File: src/rtl/pri_arb_pkg.sv
`default_nettype none
// ============================================================================
// Module   : pri_arb_pkg
// Purpose  : Shared constants, FSM state type and helpers for the pri_arb
//            4-requester arbiter.
// Revision : 1.0  initial release
// ============================================================================
package pri_arb_pkg;

  localparam int NREQ = 4;
  localparam int ID_W = 2;

  typedef enum logic [1:0] {
    IDLE  = 2'd0,
    GRANT = 2'd1,
    PARK  = 2'd2
  } state_t;

  function automatic logic [NREQ-1:0] onehot(input logic [ID_W-1:0] id);
    logic [NREQ-1:0] v;
    v     = '0;
    v[id] = 1'b1;
    return v;
  endfunction

endpackage
`default_nettype wire

File: src/rtl/pri_pick.sv
`default_nettype none
// ============================================================================
// Module   : pri_pick
// Purpose  : Combinational picker: first set bit of vec searching downward
//            from index start, wrapping 0 -> NREQ-1.
// Revision : 1.0  initial release
// ============================================================================
module pri_pick
  import pri_arb_pkg::*;
(
  input  logic [NREQ-1:0] vec,
  input  logic [ID_W-1:0] start,
  output logic [ID_W-1:0] id,
  output logic            valid
);

  // Walk from lowest to highest priority so the last hit (start itself) wins.
  always_comb begin
    id    = '0;
    valid = 1'b0;
    for (int i = NREQ-1; i >= 0; i--) begin
      if (vec[start - ID_W'(i)]) begin
        id    = start - ID_W'(i);
        valid = 1'b1;
      end
    end
  end

endmodule
`default_nettype wire

File: src/rtl/pri_arb.sv
`default_nettype none
// ============================================================================
// Module   : pri_arb
// Purpose  : 4-requester arbiter with hold-limit preemption and a one-cycle
//            turnaround between owners. Define PRI_ARB_RR_EN for round-robin
//            picking; default is fixed priority req[3] > ... > req[0].
// Revision : 1.0  initial release
// ============================================================================
module pri_arb
  import pri_arb_pkg::*;
#(
  parameter int MAX_HOLD = 16
) (
  input  logic            clk,
  input  logic            rst_n,
  input  logic            en,
  input  logic [NREQ-1:0] req,
  output logic [NREQ-1:0] gnt,
  output logic [ID_W-1:0] gnt_id,
  output logic            gnt_vld,
  output logic            timeout
);

  localparam int HCW = (MAX_HOLD > 0) ? $clog2(MAX_HOLD + 1) : 1;
  localparam logic [HCW-1:0] HOLD_LAST = HCW'((MAX_HOLD > 0) ? MAX_HOLD - 1 : 0);
  localparam bit HOLD_EN = (MAX_HOLD != 0);

  state_t          state;
  logic [HCW-1:0]  hold_cnt;
  logic [NREQ-1:0] mask;
  logic [ID_W-1:0] start;
  logic [NREQ-1:0] masked_req;
  logic [NREQ-1:0] pick_vec;
  logic [ID_W-1:0] pick_id;
  logic            pick_vld;
  logic            owner_req;
  logic            hold_hit;

`ifdef PRI_ARB_RR_EN
  logic [ID_W-1:0] last;
  assign start = last - ID_W'(1);
`else
  assign start = ID_W'(NREQ - 1);
`endif

  // A masked requester that is alone still wins: fall back to the raw vector.
  assign masked_req = req & ~mask;
  assign pick_vec   = (|masked_req) ? masked_req : req;

  pri_pick u_pick (
    .vec   (pick_vec),
    .start (start),
    .id    (pick_id),
    .valid (pick_vld)
  );

  assign owner_req = req[gnt_id];
  assign hold_hit  = HOLD_EN && (hold_cnt == HOLD_LAST);
  assign gnt_vld   = |gnt;

  always_ff @(posedge clk or negedge rst_n) begin
    if (!rst_n) begin
      state    <= IDLE;
      gnt      <= '0;
      gnt_id   <= '0;
      timeout  <= 1'b0;
      hold_cnt <= '0;
      mask     <= '0;
`ifdef PRI_ARB_RR_EN
      last     <= '0;
`endif
    end else if (!en) begin
      state    <= IDLE;
      gnt      <= '0;
      gnt_id   <= '0;
      timeout  <= 1'b0;
      hold_cnt <= '0;
      mask     <= '0;
    end else begin
      timeout <= 1'b0;
      case (state)
        IDLE, PARK: begin
          hold_cnt <= '0;
          if (pick_vld) begin
            state  <= GRANT;
            gnt    <= onehot(pick_id);
            gnt_id <= pick_id;
            mask   <= '0;
`ifdef PRI_ARB_RR_EN
            last   <= pick_id;
`endif
          end else begin
            state  <= IDLE;
            gnt    <= '0;
            gnt_id <= '0;
          end
        end
        GRANT: begin
          // Release takes precedence over a coincident hold-limit expiry.
          if (!owner_req) begin
            state    <= PARK;
            gnt      <= '0;
            gnt_id   <= '0;
            hold_cnt <= '0;
            mask     <= '0;
          end else if (hold_hit) begin
            state    <= PARK;
            gnt      <= '0;
            gnt_id   <= '0;
            hold_cnt <= '0;
            mask     <= onehot(gnt_id);
            timeout  <= 1'b1;
          end else begin
            hold_cnt <= hold_cnt + HCW'(1);
          end
        end
        default: begin
          state    <= IDLE;
          gnt      <= '0;
          gnt_id   <= '0;
          hold_cnt <= '0;
          mask     <= '0;
        end
      endcase
    end
  end

endmodule
`default_nettype wire
File: config.mk
export PLATFORM = sky130hd
export DESIGN_NAME = pri_arb
export DESIGN_NICKNAME = d
export VERILOG_FILES = /design/src/rtl/pri_arb_pkg.sv /design/src/rtl/pri_pick.sv /design/src/rtl/pri_arb.sv
export SDC_FILE = /design/constraint.sdc
export NUM_CORES = 1
export LEC_CHECK = 0
export CORE_MARGIN = 3
export CORE_UTILIZATION = 48
export CTS_BUF_LIST = sky130_fd_sc_hd__clkbuf_8
export CTS_CLUSTER_SIZE = 10
export DETAILED_ROUTE_END_ITERATION = 12
export PLACE_DENSITY = 0.85
export SLEW_MARGIN = 30
export SYNTH_ARGS = -nofsm -noshare
export SYNTH_HDL_FRONTEND = slang
export SYNTH_SLANG_ARGS = --single-unit
File: constraint.sdc
create_clock -name clk -period 2 [get_ports clk]
set_input_delay 0.2 -clock clk [delete_from_list [all_inputs] [get_ports clk]]
set_output_delay 0.2 -clock clk [all_outputs]
set_load 0.01 [all_outputs]
== Yosys cells after proc, flatten, opt, wreduce, memory -nomap -nowiden ==
Cells that the tools add are included.
Word-level totals
  output and inout bits: 8
  bits of input ports: 7
  bits in registers: 18
  word-level logic and storage cells: 67
Operators by class
  multiplexer cells: 42
  equality and inequality tests: 5
  reductions and logical operators: 7
  bitwise gates (word level): 2
  order comparisons: 4
  add/subtract/negate cells: 1
Operators by type and width (number)
  4-bit two-way mux: 9
  5-bit two-way mux: 4
  2-bit two-way mux: 9
  4-bit one-hot mux with 2 select lines: 2
  1-bit two-way mux: 13
  2-bit one-hot mux with 2 select lines: 2
  4-bit OR reduction: 2
  2-bit by 3-bit less-than comparator with 1-bit output (second input constant): 2
  5-bit by 1-bit adder with 5-bit output (second input constant): 1
  5-bit by 4-bit == test with 1-bit output (second input constant): 1
  4-bit AND: 1
  1-bit demux with 2-bit select: 2
  2-bit by 1-bit >= comparator with 1-bit output (second input constant): 2
  4-bit != test (second input constant): 1
  4-bit NOT: 1
  3-bit != test (second input constant): 1
  1-bit binary-select mux with 2-bit select: 1
  2-bit by 1-bit == test with 1-bit output (second input constant): 1
  2-bit == test (second input constant): 1
  1-bit logical AND: 2
  2-bit zero test: 1
  2-bit AND reduction: 1
  2-bit OR reduction: 1

== Logic depth before layout (Yosys ltp) ==
Gate-level depths: netlist of the first run.
  word-level depth: 14
  mapped depth: 6
  depth with buffers taken out: 6

== Hierarchy ==
A second synthesis of the first run with hierarchy kept.
Second synthesis, totals
  cell total of the unflattened synthesis: 84
  area, all modules: 929.6 um2
By module, submodules not included
  pri_arb: cells an instance 71, area each 837.1 um2, seq. area each 450.4 um2, instances 1
  pri_pick: cells an instance 13, area each 92.6 um2, seq. area each 0.0 um2, instances 1

== Worst setup path before layout of the first run ==
Ideal clock, no wire load.
  kind: register -> register
  start point: reg gnt_id[0]
  end point: reg mask[0]
  data required time: 1.875 ns
  period minus slack after synthesis: 2.036 ns
  data arrival time: 1.911 ns
  path slack: -0.036 ns
  stages on the path, launching flop included: 7
  setup time: 0.125 ns
  buffers on the path: 1
  cell sequence: dfrtp_1 > mux4_1 > or3b_1 > buf_6 > nor2_8 > a31oi_4 > mux2_4
On the way
  cells in the longest elaborated chain, start to end: 8
  elaborated cells between the ends (all ways): 13
  those cells by class: 2 x order compare; 1 x eq/ne; 8 x mux; 2 x reduce/logical
RTL lines
  start: declaration: line pri_arb.sv:19  | output logic [ID_W-1:0] gnt_id,
  start signal: assignment: line pri_arb.sv:87  | gnt_id <= pick_id;
  2-bit by 3-bit less-than comparator with 1-bit output (implied by the code) / 2-bit by 1-bit >= comparator with 1-bit output (equally long branches): line pri_arb_pkg.sv:22  | v[id] = 1'b1;
  1-bit logical AND (implied by the code): line pri_arb_pkg.sv:22
  1-bit two-way mux (implied by the code): line pri_arb_pkg.sv:22
  1-bit demux with 2-bit select: line pri_arb_pkg.sv:22
  4-bit two-way mux: line pri_arb.sv:106  | end else if (hold_hit) begin
  4-bit two-way mux: line pri_arb.sv:100  | if (!owner_req) begin
  4-bit one-hot mux with 2 select lines: line pri_arb.sv:81  | case (state)
  4-bit two-way mux: line pri_arb.sv:72  | end else if (!en) begin
  end signal: assignment: line pri_arb.sv:111  | mask <= onehot(gnt_id);
  end: declaration: line pri_arb.sv:30  | logic [NREQ-1:0] mask;
Parallel ways exist; a longest one is shown, timed or not. The select of a mux whose other input is x is not followed.
A chain may end at the register's enable or synchronous reset.

== Worst setup path in the final report of the first run ==
  start point: reg gnt[1]
  end point: out gnt_vld
On the way
  cells in the longest elaborated chain, start to end: 1
RTL lines
  start: declaration: line pri_arb.sv:18  | output logic [NREQ-1:0] gnt,
  start signal: assignment: line pri_arb.sv:86  | gnt <= onehot(pick_id);
  4-bit OR reduction: line pri_arb.sv:59  | assign gnt_vld = |gnt;
  end: declaration: line pri_arb.sv:20  | output logic gnt_vld,
No other way between the ends.

==> impl_metrics.csv, run 1 <==
group,metric,value,unit
outcome,status,"complete, no violations",
synthesis,ys.flop_type,"dfrtp_1",
synthesis,synth_top_area_share,50.2,%
sta,timing.hold.ws,0.272,ns
global_route,grt_antenna_before_repair,0,
synthesis,netlist_area,897,um^2
power_and_ir_drop,combPwrFrac,19.2,%
global_route,grt-ovfl-total,0,
global_route,grt_max_degree,19,
sta,rsz0062_at_grt,"no",
drt,via_per_inst,5.35,
cells_and_area,area_delta_synth_final,33.2,%
placement,dp.cells,132,
worst_setup_path,critical_path_class,"reg2out",
synthesis,syn_area_per_cell,10.7,um^2
synthesis,synthCells,84,
synthesis,synth_xor_area_share,1.95,%
clock_tree,cts-root-buf,"clkbuf_8",
power_and_ir_drop,power,0.858,mW
synthesis,yosys_warnings,0,
clock_tree,cts_tree,"done",
synthesis,synthArstFlopShare,100,%
power_and_ir_drop,p_leak,0.557,nW
sta,finalHoldViolations,0,
drt,drc,0,
power_and_ir_drop,power_frac_seq,46.3,%
synthesis,synth.yosys.seq_area_share,50.2,%
synthesis,ys_types,29,
run,maxCapViolations,0,
drt,vias,728,
clock_tree,clockBufferDepth,2,
power_and_ir_drop,swShare,24.8,%
synthesis,synthSimpleGateAreaFrac,21.6,%
floorplan,io_pins,15,
synthesis,ys_seq_elements,18,
global_route,grt_pass1_vias,765,
cells_and_area,final_cells,136,
cells_and_area,antenna_cells,0,
synthesis,synth_top_family_by_area,"simple AND/OR/NAND/NOR gates",
power_and_ir_drop,powerDensity,718,nW/um^2
power_and_ir_drop,p_int,0.645,mW
cells_and_area,layout-drive-gt1-share,20.5,%
global_route,grt_pass1_wl,3.53,mm
floorplan,start_util,55.1,%
cells_and_area,final_nets,121,
worst_setup_path,arrival,1.68,ns
min_path,hold_class,"in2async",
clock_tree,cts.clk_slew.worst_paths,0.07,ns
power_and_ir_drop,vdd_drop_max,0.656,mV
synthesis,syn_nets,92,
cells_and_area,finish.utilization,73.3,%
worst_setup_path,startpoint_type,"flip-flop",
synthesis,synthMuxAreaShare,7.95,%
clock_tree,cts_setup_buffers,0,
sta,finalMaxSlewViolations,0,
worst_setup_path,crit_path_max_fanout,3,
sta,fin_skew,0.000731,ns
drt,drt_pass1_iterations,4,
clock_tree,htreeDepth,1,
clock_tree,clock_sinks,18,
worst_setup_path,cp.required,1.80,ns
sta,max_freq,0.533,GHz
worst_setup_path,cp-end-kind,"output port",
clock_tree,insertion_delay,0.25,ns
synthesis,synthAdderAreaFrac,1.39,%
floorplan,die_w,49.2,um
power_and_ir_drop,clockPowerShare,34.5,%
sta,worst_slew_pin_slew,0.428,ns
synthesis,synth_edf_count,0,
placement,port_buffers,14,
drt,wire_per_inst,14.5,um
sta,period_minus_slack,1.88,ns
drt,ant_nets,0,
drt,wl,1.97,mm
power_and_ir_drop,p_sw,0.213,mW
sta,setup_viol,0,
global_route,track_usage,19.2,%
placement,gp_congestion,0.766,
synthesis,yosys.area.top_type,"dfrtp_1",
placement,hpwl,1.50,mm
sta,fin_tns_setup,0,ns
floorplan,rows,14,
drt,drt_iter0_drc,15,
sta,period_share,93.8,%
clock_tree,hold_buffers,0,
floorplan,die-area,2420,um^2
sta,relSlewSlack,71.2,%
floorplan,core,1630,um^2
clock_tree,post_cts_resize_count,0,
synthesis,synth_compound_area_share,13.9,%
clock_tree,cts_buffers,3,
synthesis,synth_area_leaders,"dfrtp_1, o21ai_0, nor2b_1",
floorplan,die_y,49.2,um
==> stage by stage <==
stage,instance area [um^2],worst slack [ns]
2_1_floorplan,898,0.0228
3_3_place_gp,1140,-0.0682
3_5_place_dp,1140,-0.142
4_1_cts,1190,0.112
5_1_grt,1190,0.0575
6_report,1190,0.125
==> metal layers <==
metal | global-route usage (%) | vias up | routed length (um)
met5 | 0 | - | 0
met4 | 5.21 | 0 | 20
met3 | 7.03 | 2 | 92
met2 | 29.7 | 16 | 957
met1 | 25.1 | 359 | 897
li1 | - | 351 | -
==> synthesized netlist by cell type (2+ instances only) <==
library cell	instances
a22oi_1	2
nand2_1	8
o21ai_0	10
nand3_1	4
dfrtp_1	18
o21a_1	2
inv_1	4
nor3_1	5
nor2_1	5
nor2b_1	5
mux2i_1	3
==> sequential cells by signal (all words and copies together), names as in the netlist <==
name      cells
state         2
gnt_id        2
hold_cnt      5
mask          4
timeout       1
gnt           4
==> critical path, stage by stage (launching register included) <==
cell,delay [ns]
dfrtp_1,0.39
or4_1,0.53
clkdlybuf4s50_1,0.50
==> layout make-up <==
class,instances,area [um^2]
inverters,4,15.0
flip-flops and latches,18,452
fillers,124,434
clock buffers,4,55.1
repair buffers,25,223
well taps,24,30.0
multi-input cells,61,420
==> cells in the final DEF, fill, tap and decap left out, types with 2 or more instances in the layout <==
| cell | count |
|---|---|
| dfrtp_1 | 17 |
| clkdlybuf4s50_1 | 14 |
| buf_4 | 11 |
| o21ai_0 | 10 |
| nand2_1 | 8 |
| nor2_1 | 5 |
| nor3_1 | 5 |
| nor2b_1 | 5 |
| nand3_1 | 4 |
| inv_1 | 4 |
| clkbuf_8 | 4 |
| mux2i_1 | 3 |
| a22oi_1 | 2 |
| o21a_1 | 2 |
==> cells by family after synthesis <==
kind of cell,count (synthesis)
and+or+nand+nor,35
buffers and inverters,5
xor gates and xnor gates,2
muxes,5
AOI/OAI and AO/OA,18
DFF,18
adders and majority gates,1
==> power groups by stage <==
stage,combinational (mW),clock (mW),sequential (mW)
floorplan,0.0732,0,0.409
global placement,0.160,0,0.403
detailed placement,0.164,0,0.403
CTS,0.165,0.302,0.397
global route,0.180,0.321,0.399
finish,0.165,0.296,0.397
==> final timing paths <==
kind | start | end | slack (ns) | cells past startpoint
max in group asynchronous | rst_n | gnt_id[0] | 1.52 | 2
worst min-delay path | rst_n | mask[2] | 0.27 | 2
min in group clk | state[1] | state[1] | 0.43 | 1
worst min register to register | state[1] | state[1] | 0.43 | 1
worst max register to register | gnt_id[0] | mask[3] | 0.13 | 6
worst max-delay path | gnt[1] | gnt_vld | 0.12 | 2
Power figures use the tool's default switching activity.
==> run 2: changes to the inputs <==
CTS_CLUSTER_SIZE = 14   (was 10)
==> results of run 2 <==
Final layout, timing and power as in run 1 (identical DEF).
